**src/rtl/div_unit.sv**
```systemverilog
// Multi-cycle radix-2 restoring divider for DIV/DIVU in the execute stage.
// Result is packed {remainder, quotient} to match the ALU hi/lo path.
//
// state  | meaning
// S_IDLE | waiting for start
// S_DIV  | iterating, one quotient bit per clock, busy=1
// S_DONE | result valid, ready=1 for one cycle

module div_unit #(
    parameter int WIDTH = 32
) (
    input  logic                 i_clk,
    input  logic                 i_rst,
    input  logic                 i_start,
    input  logic                 i_signed_div,
    input  logic [WIDTH-1:0]     i_a,
    input  logic [WIDTH-1:0]     i_b,
    input  logic                 i_annul,
    output logic                 o_busy,
    output logic                 o_ready,
    output logic [2*WIDTH-1:0]   o_result
);

    localparam int CW = $clog2(WIDTH);

    typedef enum logic [1:0] {
        S_IDLE,
        S_DIV,
        S_DONE
    } state_t;

    state_t r_state;
    state_t w_state_next;

    logic [CW-1:0]      r_cnt;
    logic [WIDTH:0]     r_rem;
    logic [WIDTH-1:0]   r_quo;
    logic [WIDTH-1:0]   r_div;
    logic               r_neg_q;
    logic               r_neg_r;
    logic               r_busy;
    logic               r_ready;
    logic [2*WIDTH-1:0] r_result;

    logic               w_accept;
    logic               w_finish;
    logic               w_zero_div;
    logic               w_b_zero;
    logic               w_sign_a;
    logic               w_sign_b;
    logic [WIDTH-1:0]   w_a_mag;
    logic [WIDTH-1:0]   w_b_mag;
    logic [WIDTH:0]     w_shift;
    logic               w_ge;
    logic [WIDTH:0]     w_rem_next;
    logic [WIDTH-1:0]   w_quo_next;
    logic               w_last;
    logic [WIDTH-1:0]   w_quo_fix;
    logic [WIDTH-1:0]   w_rem_fix;

    assign w_b_zero = (i_b == '0);
    assign w_sign_a = i_signed_div & i_a[WIDTH-1];
    assign w_sign_b = i_signed_div & i_b[WIDTH-1];
    assign w_a_mag  = w_sign_a ? -i_a : i_a;
    assign w_b_mag  = w_sign_b ? -i_b : i_b;

    // Compare on the full partial remainder so a divisor with its MSB set cannot overflow.
    assign w_shift    = {r_rem[WIDTH-1:0], r_quo[WIDTH-1]};
    assign w_ge       = ({r_rem, r_quo[WIDTH-1]} >= {2'b00, r_div});
    assign w_rem_next = w_ge ? (w_shift - {1'b0, r_div}) : w_shift;
    assign w_quo_next = {r_quo[WIDTH-2:0], w_ge};
    assign w_last     = (r_cnt == CW'(WIDTH - 1));

    assign w_quo_fix = r_neg_q ? -w_quo_next : w_quo_next;
    assign w_rem_fix = r_neg_r ? -w_rem_next[WIDTH-1:0] : w_rem_next[WIDTH-1:0];

    always_comb begin
        w_state_next = r_state;
        w_accept     = 1'b0;
        w_finish     = 1'b0;
        w_zero_div   = 1'b0;
        case (r_state)
            S_IDLE: begin
                if (i_start) begin
                    if (w_b_zero) begin
                        w_state_next = S_DONE;
                        w_zero_div   = 1'b1;
                    end else begin
                        w_state_next = S_DIV;
                        w_accept     = 1'b1;
                    end
                end
            end
            S_DIV: begin
                if (w_last) begin
                    w_state_next = S_DONE;
                    w_finish     = 1'b1;
                end
            end
            S_DONE:  w_state_next = S_IDLE;
            default: w_state_next = S_IDLE;
        endcase
        // Annul overrides everything and leaves the result untouched.
        if (i_annul) begin
            w_state_next = S_IDLE;
            w_accept     = 1'b0;
            w_finish     = 1'b0;
            w_zero_div   = 1'b0;
        end
    end

    always_ff @(posedge i_clk) begin
        if (i_rst) begin
            r_state <= S_IDLE;
        end else begin
            r_state <= w_state_next;
        end
    end

    always_ff @(posedge i_clk) begin
        if (i_rst) begin
            r_cnt    <= '0;
            r_rem    <= '0;
            r_quo    <= '0;
            r_div    <= '0;
            r_neg_q  <= 1'b0;
            r_neg_r  <= 1'b0;
            r_busy   <= 1'b0;
            r_ready  <= 1'b0;
            r_result <= '0;
        end else begin
            r_busy  <= (w_state_next == S_DIV);
            r_ready <= (w_state_next == S_DONE);
            if (w_accept) begin
                r_cnt   <= '0;
                r_rem   <= '0;
                r_quo   <= w_a_mag;
                r_div   <= w_b_mag;
                r_neg_q <= w_sign_a ^ w_sign_b;
                r_neg_r <= w_sign_a;
            end else if (r_state == S_DIV) begin
                r_cnt <= r_cnt + CW'(1);
                r_rem <= w_rem_next;
                r_quo <= w_quo_next;
            end
            if (w_zero_div) begin
                r_result <= {i_a, {WIDTH{1'b1}}};
            end else if (w_finish) begin
                r_result <= {w_rem_fix, w_quo_fix};
            end
        end
    end

    assign o_busy   = r_busy;
    assign o_ready  = r_ready;
    assign o_result = r_result;

endmodule

```
**config.mk**
```make
export PLATFORM = sky130hd
export DESIGN_NAME = div_unit
export DESIGN_NICKNAME = d
export VERILOG_FILES = /design/src/rtl/div_unit.sv
export SDC_FILE = /design/constraint.sdc
export NUM_CORES = 1
export LEC_CHECK = 0
export ABC_AREA = 1
export BUFFER_PORTS_ARGS = -buffer_cell sky130_fd_sc_hd__buf_2
export CORE_MARGIN = 10
export CORE_UTILIZATION = 30
export CTS_CLUSTER_DIAMETER = 200
export DETAILED_ROUTE_END_ITERATION = 16
export PLACE_DENSITY_LB_ADDON = 0.3
export SYNTH_ARGS = -nofsm -noshare
export SYNTH_HDL_FRONTEND = slang
export SYNTH_SLANG_ARGS = --single-unit
```
**constraint.sdc**
```tcl
create_clock -name i_clk -period 4.5 [get_ports i_clk]
set_input_delay 0.45 -clock i_clk [delete_from_list [all_inputs] [get_ports i_clk]]
set_output_delay 0.45 -clock i_clk [all_outputs]
set_load 0.01 [all_outputs]
```
==> report_table.html <==
<table>
<tr><th>Metric</th><th>Value</th></tr>
<tr><th colspan="2">Routing</th></tr>
<tr><td>Post-Route M1 WL</td><td>22,100 µm</td></tr>
<tr><td>Routed WL</td><td>47,700 µm</td></tr>
<tr><td>Top layer used by detailed routing</td><td>met5</td></tr>
<tr><td>Post-detailed-route wirelength per cell</td><td>17.6 µm</td></tr>
<tr><td>Detailed Routing Iterations Pass 1</td><td>6</td></tr>
<tr><td>Detailed Route Iter0 Violations</td><td>1,069</td></tr>
<tr><td>DR vias</td><td>13,600</td></tr>
<tr><td>Post-route ant nets</td><td>0</td></tr>
<tr><td>Drc violations</td><td>0</td></tr>
<tr><td>Met3 layer wire length in the routed design</td><td>3220 µm</td></tr>
<tr><td>Detail Route met2 WL</td><td>21,400 µm</td></tr>
<tr><td>Vias/cell</td><td>5.01</td></tr>
<tr><th colspan="2">Power and ir drop</th></tr>
<tr><td>Worst vdd rail ir drop</td><td>0.231 mV</td></tr>
<tr><td>Clock power frac</td><td>0.282</td></tr>
<tr><td>Fraction of power consumed by combinational cells</td><td>0.423</td></tr>
<tr><td>Switching part of the total</td><td>0.452</td></tr>
<tr><td>Overall power consumption</td><td>5.51 mW</td></tr>
<tr><td>Switching component of the power</td><td>2.49 mW</td></tr>
<tr><td>Pwr per Cell Area</td><td>378 mW/mm²</td></tr>
<tr><td>Int Pwr</td><td>3.02 mW</td></tr>
<tr><td>Pleak</td><td>7.11 nW</td></tr>
<tr><td>Sequential group share of total power</td><td>0.296</td></tr>
<tr><th colspan="2">Global route</th></tr>
<tr><td>Overflow left after global routing</td><td>0</td></tr>
<tr><td>Pin count of the biggest net entering global routing</td><td>67</td></tr>
<tr><td>Number of global-route vias before repair</td><td>13,000</td></tr>
<tr><td>Global-route usage over all layers</td><td>0.185</td></tr>
<tr><td>Wire length of the first global-routing pass</td><td>73,700 µm</td></tr>
<tr><td>Initial antenna violation count</td><td>2</td></tr>
<tr><th colspan="2">Run status</th></tr>
<tr><td>Result of the run</td><td>finished, final reports clean</td></tr>
<tr><th colspan="2">Job</th></tr>
<tr><td>Number of max-cap violations</td><td>0</td></tr>
<tr><th colspan="2">Logic synthesis</th></tr>
<tr><td>Synth unique cells</td><td>57</td></tr>
<tr><td>Most used DFF post-synth</td><td>sky130_fd_sc_hd__dfxtp_1</td></tr>
<tr><td>EDFF count, synth</td><td>0</td></tr>
<tr><td>Area of the mapped netlist</td><td>0.0128 mm²</td></tr>
<tr><td>Number of synthesized register bits</td><td>172</td></tr>
<tr><td>Share of synthesized registers carrying an async set or reset</td><td>0</td></tr>
<tr><td>Post-synthesis area per instance</td><td>6.20 µm²</td></tr>
<tr><td>Net count after synthesis</td><td>2,169</td></tr>
<tr><td>Mapped Cells</td><td>2,061</td></tr>
<tr><td>Synth Warn #</td><td>0</td></tr>
<tr><td>Proportion of synthesized chip area in sequential cells</td><td>0.269</td></tr>
<tr><th colspan="2">Placement</th></tr>
<tr><td>Number of I/O port buffers</td><td>134</td></tr>
<tr><td>Detail Placement HPWL</td><td>37,900 µm</td></tr>
<tr><td>GP Congestion</td><td>0.954</td></tr>
<tr><th colspan="2">STA</th></tr>
<tr><td>Setup repair after global routing missed its margin</td><td>false</td></tr>
<tr><td>Post-route minimum period</td><td>4.03 ns</td></tr>
<tr><td>Relative slew slack</td><td>0.355</td></tr>
<tr><td>Fmax</td><td>248 MHz</td></tr>
<tr><td>Count of pins over their slew limit</td><td>0</td></tr>
<tr><td>Clock skew</td><td>0.0207 ns</td></tr>
<tr><td>Total setup violations reported at the end of the flow</td><td>0</td></tr>
<tr><td>Share of the cycle needed by the critical path after routing</td><td>0.896</td></tr>
<tr><td>Final Hold Vio Count</td><td>0</td></tr>
<tr><td>Actual slew at the worst max-slew pin</td><td>0.966 ns</td></tr>
<tr><td>Setup total negative slack</td><td>0 ns</td></tr>
<tr><th colspan="2">Floorplanning</th></tr>
<tr><td>Die Span X</td><td>226 µm</td></tr>
<tr><td>Top-level port count</td><td>135</td></tr>
<tr><td>Effective utilization at floorplan</td><td>0.304</td></tr>
<tr><td>Floorplan row count</td><td>75</td></tr>
<tr><td>Overall die area</td><td>0.0513 mm²</td></tr>
<tr><td>Total core area</td><td>0.0420 mm²</td></tr>
<tr><td>Die Ht</td><td>226 µm</td></tr>
<tr><th colspan="2">Clock tree</th></tr>
<tr><td>Clock insertion delay at the later pin of the skew report</td><td>0.46 ns</td></tr>
<tr><td>CTS tree</td><td>yes</td></tr>
<tr><td>Number of buffers created by CTS</td><td>17</td></tr>
<tr><td>Deepest clock path buffer count</td><td>2</td></tr>
<tr><td>Max H-tree Level</td><td>4</td></tr>
<tr><td>Clock net sink count</td><td>172</td></tr>
<tr><td>Hold Buf Count CTS</td><td>0</td></tr>
<tr><td>Clock tree root driver cell</td><td>sky130_fd_sc_hd__clkbuf_16</td></tr>
<tr><td>Buffer count from post-CTS setup fixing</td><td>0</td></tr>
<tr><td>Clock slew at the register clock pins of the worst setup and hold paths</td><td>0.08 ns</td></tr>
<tr><td>CTS resizes</td><td>0</td></tr>
<tr><th colspan="2">Setup path</th></tr>
<tr><td>Worst endpoint required time</td><td>4.84 ns</td></tr>
<tr><td>Crit path launch type</td><td>register</td></tr>
<tr><td>Critical setup path kind</td><td>register to register</td></tr>
<tr><td>CP Max Fanout</td><td>15</td></tr>
<tr><td>Depth of the most critical reg-to-reg path</td><td>24</td></tr>
<tr><td>Critical Path Sink Type</td><td>register</td></tr>
<tr><td>Arrival time of the worst setup path</td><td>4.37 ns</td></tr>
<tr><th colspan="2">Hold path</th></tr>
<tr><td>Hold WC Path Type</td><td>input pin to register</td></tr>
<tr><td>Instance count along the most critical hold path</td><td>3</td></tr>
<tr><th colspan="2">Cells and area</th></tr>
<tr><td>Fraction of final layout cells with drive strength greater than 1</td><td>0.125</td></tr>
<tr><td>Relative area change from synthesis to final layout</td><td>14.0%</td></tr>
<tr><td>Layout filler cell count</td><td>4,705</td></tr>
<tr><td>Net total in the final layout</td><td>2,271</td></tr>
</table>
[worst paths after layout]
| kind | start | to | slack, ns |
|---|---|---|---|
| worst max-delay path | r_quo[31] | o_result[28] | 0.47 |
| worst min-delay path | i_b[0] | r_div[0] | 0.30 |
| worst max register to register | r_quo[31] | o_result[28] | 0.47 |
| worst min register to register | o_result[42] | o_result[42] | 0.46 |
[cells by family (layout without fill, tap and decap cells)]
| family | Yosys count | in the layout | synth area share |
|---|---|---|---|
| and+or+nand+nor | 993 | 993 | 0.337 |
| adders and majority gates | 39 | 39 | 0.0388 |
| other | 0 | 1 | 0 |
| buffers and inverters | 394 | 509 | 0.122 |
| xor gates and xnor gates | 101 | 101 | 0.0692 |
| AOI/OAI and AO/OA | 362 | 362 | 0.163 |
| DFF | 172 | 172 | 0.269 |
[power by group through the flow]
stage	logic [mW]	registers [mW]	clock network [mW]
after detailed placement	2.29	1.66	0
after global placement	2.28	1.66	0
final	2.33	1.63	1.55
after floorplan	1.68	1.65	0
after global routing	2.61	1.64	1.64
after CTS	2.30	1.63	1.59
[worst max-delay path, cell delays in order (launching register included)]
cell                      delay (ns)
sky130_fd_sc_hd__dfxtp_1        0.32
sky130_fd_sc_hd__inv_1          0.08
sky130_fd_sc_hd__ha_1           0.14
sky130_fd_sc_hd__inv_1          0.08
sky130_fd_sc_hd__fa_1           0.45
sky130_fd_sc_hd__nand3_1        0.13
sky130_fd_sc_hd__nand3_2        0.13
sky130_fd_sc_hd__nand2_2        0.10
sky130_fd_sc_hd__nand2_2        0.07
sky130_fd_sc_hd__nand2_4        0.20
sky130_fd_sc_hd__nand2_4        0.09
sky130_fd_sc_hd__inv_4          0.07
sky130_fd_sc_hd__ha_1           0.13
sky130_fd_sc_hd__inv_1          0.05
sky130_fd_sc_hd__nor3_1         0.22
sky130_fd_sc_hd__nand3_1        0.14
sky130_fd_sc_hd__nor3_1         0.22
sky130_fd_sc_hd__nand2_1        0.10
sky130_fd_sc_hd__inv_1          0.09
sky130_fd_sc_hd__nand4_1        0.10
sky130_fd_sc_hd__nor2_1         0.29
sky130_fd_sc_hd__nand3_1        0.19
sky130_fd_sc_hd__o31ai_1        0.27
sky130_fd_sc_hd__xor2_1         0.17
sky130_fd_sc_hd__a21oi_1        0.08
[cell usage after synthesis (4+ instances only)]
library cell	number	share of area
sky130_fd_sc_hd__a21oi_1	104	0.041
sky130_fd_sc_hd__a31oi_1	21	0.010
sky130_fd_sc_hd__and2_1	5	0.0024
sky130_fd_sc_hd__buf_1	5	0.0015
sky130_fd_sc_hd__buf_2	7	0.0027
sky130_fd_sc_hd__buf_4	4	0.0023
sky130_fd_sc_hd__clkbuf_1	51	0.015
sky130_fd_sc_hd__dfxtp_1	172	0.27
sky130_fd_sc_hd__ha_1	38	0.037
sky130_fd_sc_hd__inv_1	313	0.092
sky130_fd_sc_hd__inv_2	5	0.0015
sky130_fd_sc_hd__nand2_1	544	0.16
sky130_fd_sc_hd__nand2_2	23	0.011
sky130_fd_sc_hd__nand3_1	127	0.050
sky130_fd_sc_hd__nand3_2	7	0.0055
sky130_fd_sc_hd__nand3b_1	7	0.0041
sky130_fd_sc_hd__nand4_1	27	0.013
sky130_fd_sc_hd__nor2_1	181	0.053
sky130_fd_sc_hd__nor2_2	8	0.0039
sky130_fd_sc_hd__nor2_4	6	0.0053
sky130_fd_sc_hd__nor3_1	26	0.010
sky130_fd_sc_hd__nor4_1	5	0.0024
sky130_fd_sc_hd__o211ai_1	24	0.014
sky130_fd_sc_hd__o21ai_0	141	0.055
sky130_fd_sc_hd__o21ai_1	6	0.0023
sky130_fd_sc_hd__o21ai_2	7	0.0048
sky130_fd_sc_hd__o21bai_1	7	0.0041
sky130_fd_sc_hd__o221ai_1	7	0.0048
sky130_fd_sc_hd__o22ai_1	25	0.012
sky130_fd_sc_hd__or2_1	4	0.0020
sky130_fd_sc_hd__or2_2	10	0.0049
sky130_fd_sc_hd__xnor2_1	15	0.010
sky130_fd_sc_hd__xor2_1	86	0.059
[through the flow]
stage / cell area, µm² / utilization / cells / hold slack (ns) / setup slack, ns
2_1_floorplan: 12800 / - / 2061 / 0.428 / 0.911
3_3_place_gp: 14000 / 0.332 / 2683 / 0.439 / 0.583
3_5_place_dp: 14000 / 0.332 / 2683 / 0.445 / 0.520
4_1_cts: 14600 / 0.347 / 2715 / 0.282 / 0.508
5_1_grt: 14600 / 0.347 / 2716 / 0.313 / 0.0573
6_report: 14600 / 0.347 / 2716 / 0.304 / 0.468
[area by class of cell]
class                      instances  area [µm²]  share of cell area
tap                              539         674              0.0463
multi-input combinational       1495        7790               0.535
antenna                            1        2.50            0.000172
sequential                       172        3440               0.236
inverter                         321        1210              0.0828
clock buffer                      17         425              0.0292
clock inverter                    15         190              0.0130
timing repair buffer             156         836              0.0573
[state kept, by name, indices dropped and copies added (netlist names)]
| signal | flops |
|---|---|
| r_neg_r | 1 |
| r_cnt | 5 |
| o_busy | 1 |
| o_result | 64 |
| r_state | 2 |
| r_rem | 33 |
| r_neg_q | 1 |
| r_div | 32 |
| o_ready | 1 |
| r_quo | 32 |
[routing by layer]
metal | GRT usage | vias up
li1 | - | 6802
met1 | 0.249 | 6299
met2 | 0.295 | 444
met3 | 0.0301 | 58
met4 | 0.0584 | 2
met5 | 0 | -
[placed cells by master (no fill, tap or decap), types with 5 or more instances in the layout]
cell type | netlist | layout
sky130_fd_sc_hd__o221ai_1 | 7 | 7
sky130_fd_sc_hd__buf_4 | 4 | 22
sky130_fd_sc_hd__o21bai_1 | 7 | 7
sky130_fd_sc_hd__ha_1 | 38 | 38
sky130_fd_sc_hd__nand3_2 | 7 | 8
sky130_fd_sc_hd__nand2_2 | 23 | 23
sky130_fd_sc_hd__inv_2 | 5 | 5
sky130_fd_sc_hd__nor2_2 | 8 | 8
sky130_fd_sc_hd__nand2_1 | 544 | 544
sky130_fd_sc_hd__and2_1 | 5 | 5
sky130_fd_sc_hd__clkinv_8 | 0 | 7
sky130_fd_sc_hd__a31oi_1 | 21 | 21
sky130_fd_sc_hd__nand3_1 | 127 | 126
sky130_fd_sc_hd__o21ai_1 | 6 | 6
sky130_fd_sc_hd__o21ai_2 | 7 | 7
sky130_fd_sc_hd__nor4_1 | 5 | 5
sky130_fd_sc_hd__nand4_1 | 27 | 27
sky130_fd_sc_hd__nand3b_1 | 7 | 7
sky130_fd_sc_hd__o21ai_0 | 141 | 141
sky130_fd_sc_hd__xor2_1 | 86 | 86
sky130_fd_sc_hd__nor3_1 | 26 | 26
sky130_fd_sc_hd__clkbuf_16 | 0 | 17
sky130_fd_sc_hd__buf_2 | 7 | 134
sky130_fd_sc_hd__o211ai_1 | 24 | 24
sky130_fd_sc_hd__a21oi_1 | 104 | 104
sky130_fd_sc_hd__inv_1 | 313 | 313
sky130_fd_sc_hd__nor2_4 | 6 | 7
sky130_fd_sc_hd__dfxtp_1 | 172 | 172
sky130_fd_sc_hd__or2_2 | 10 | 10
sky130_fd_sc_hd__o22ai_1 | 25 | 25
sky130_fd_sc_hd__xnor2_1 | 15 | 15
sky130_fd_sc_hd__nor2_1 | 181 | 180
Note: power is estimated with default switching activity, not from simulation.
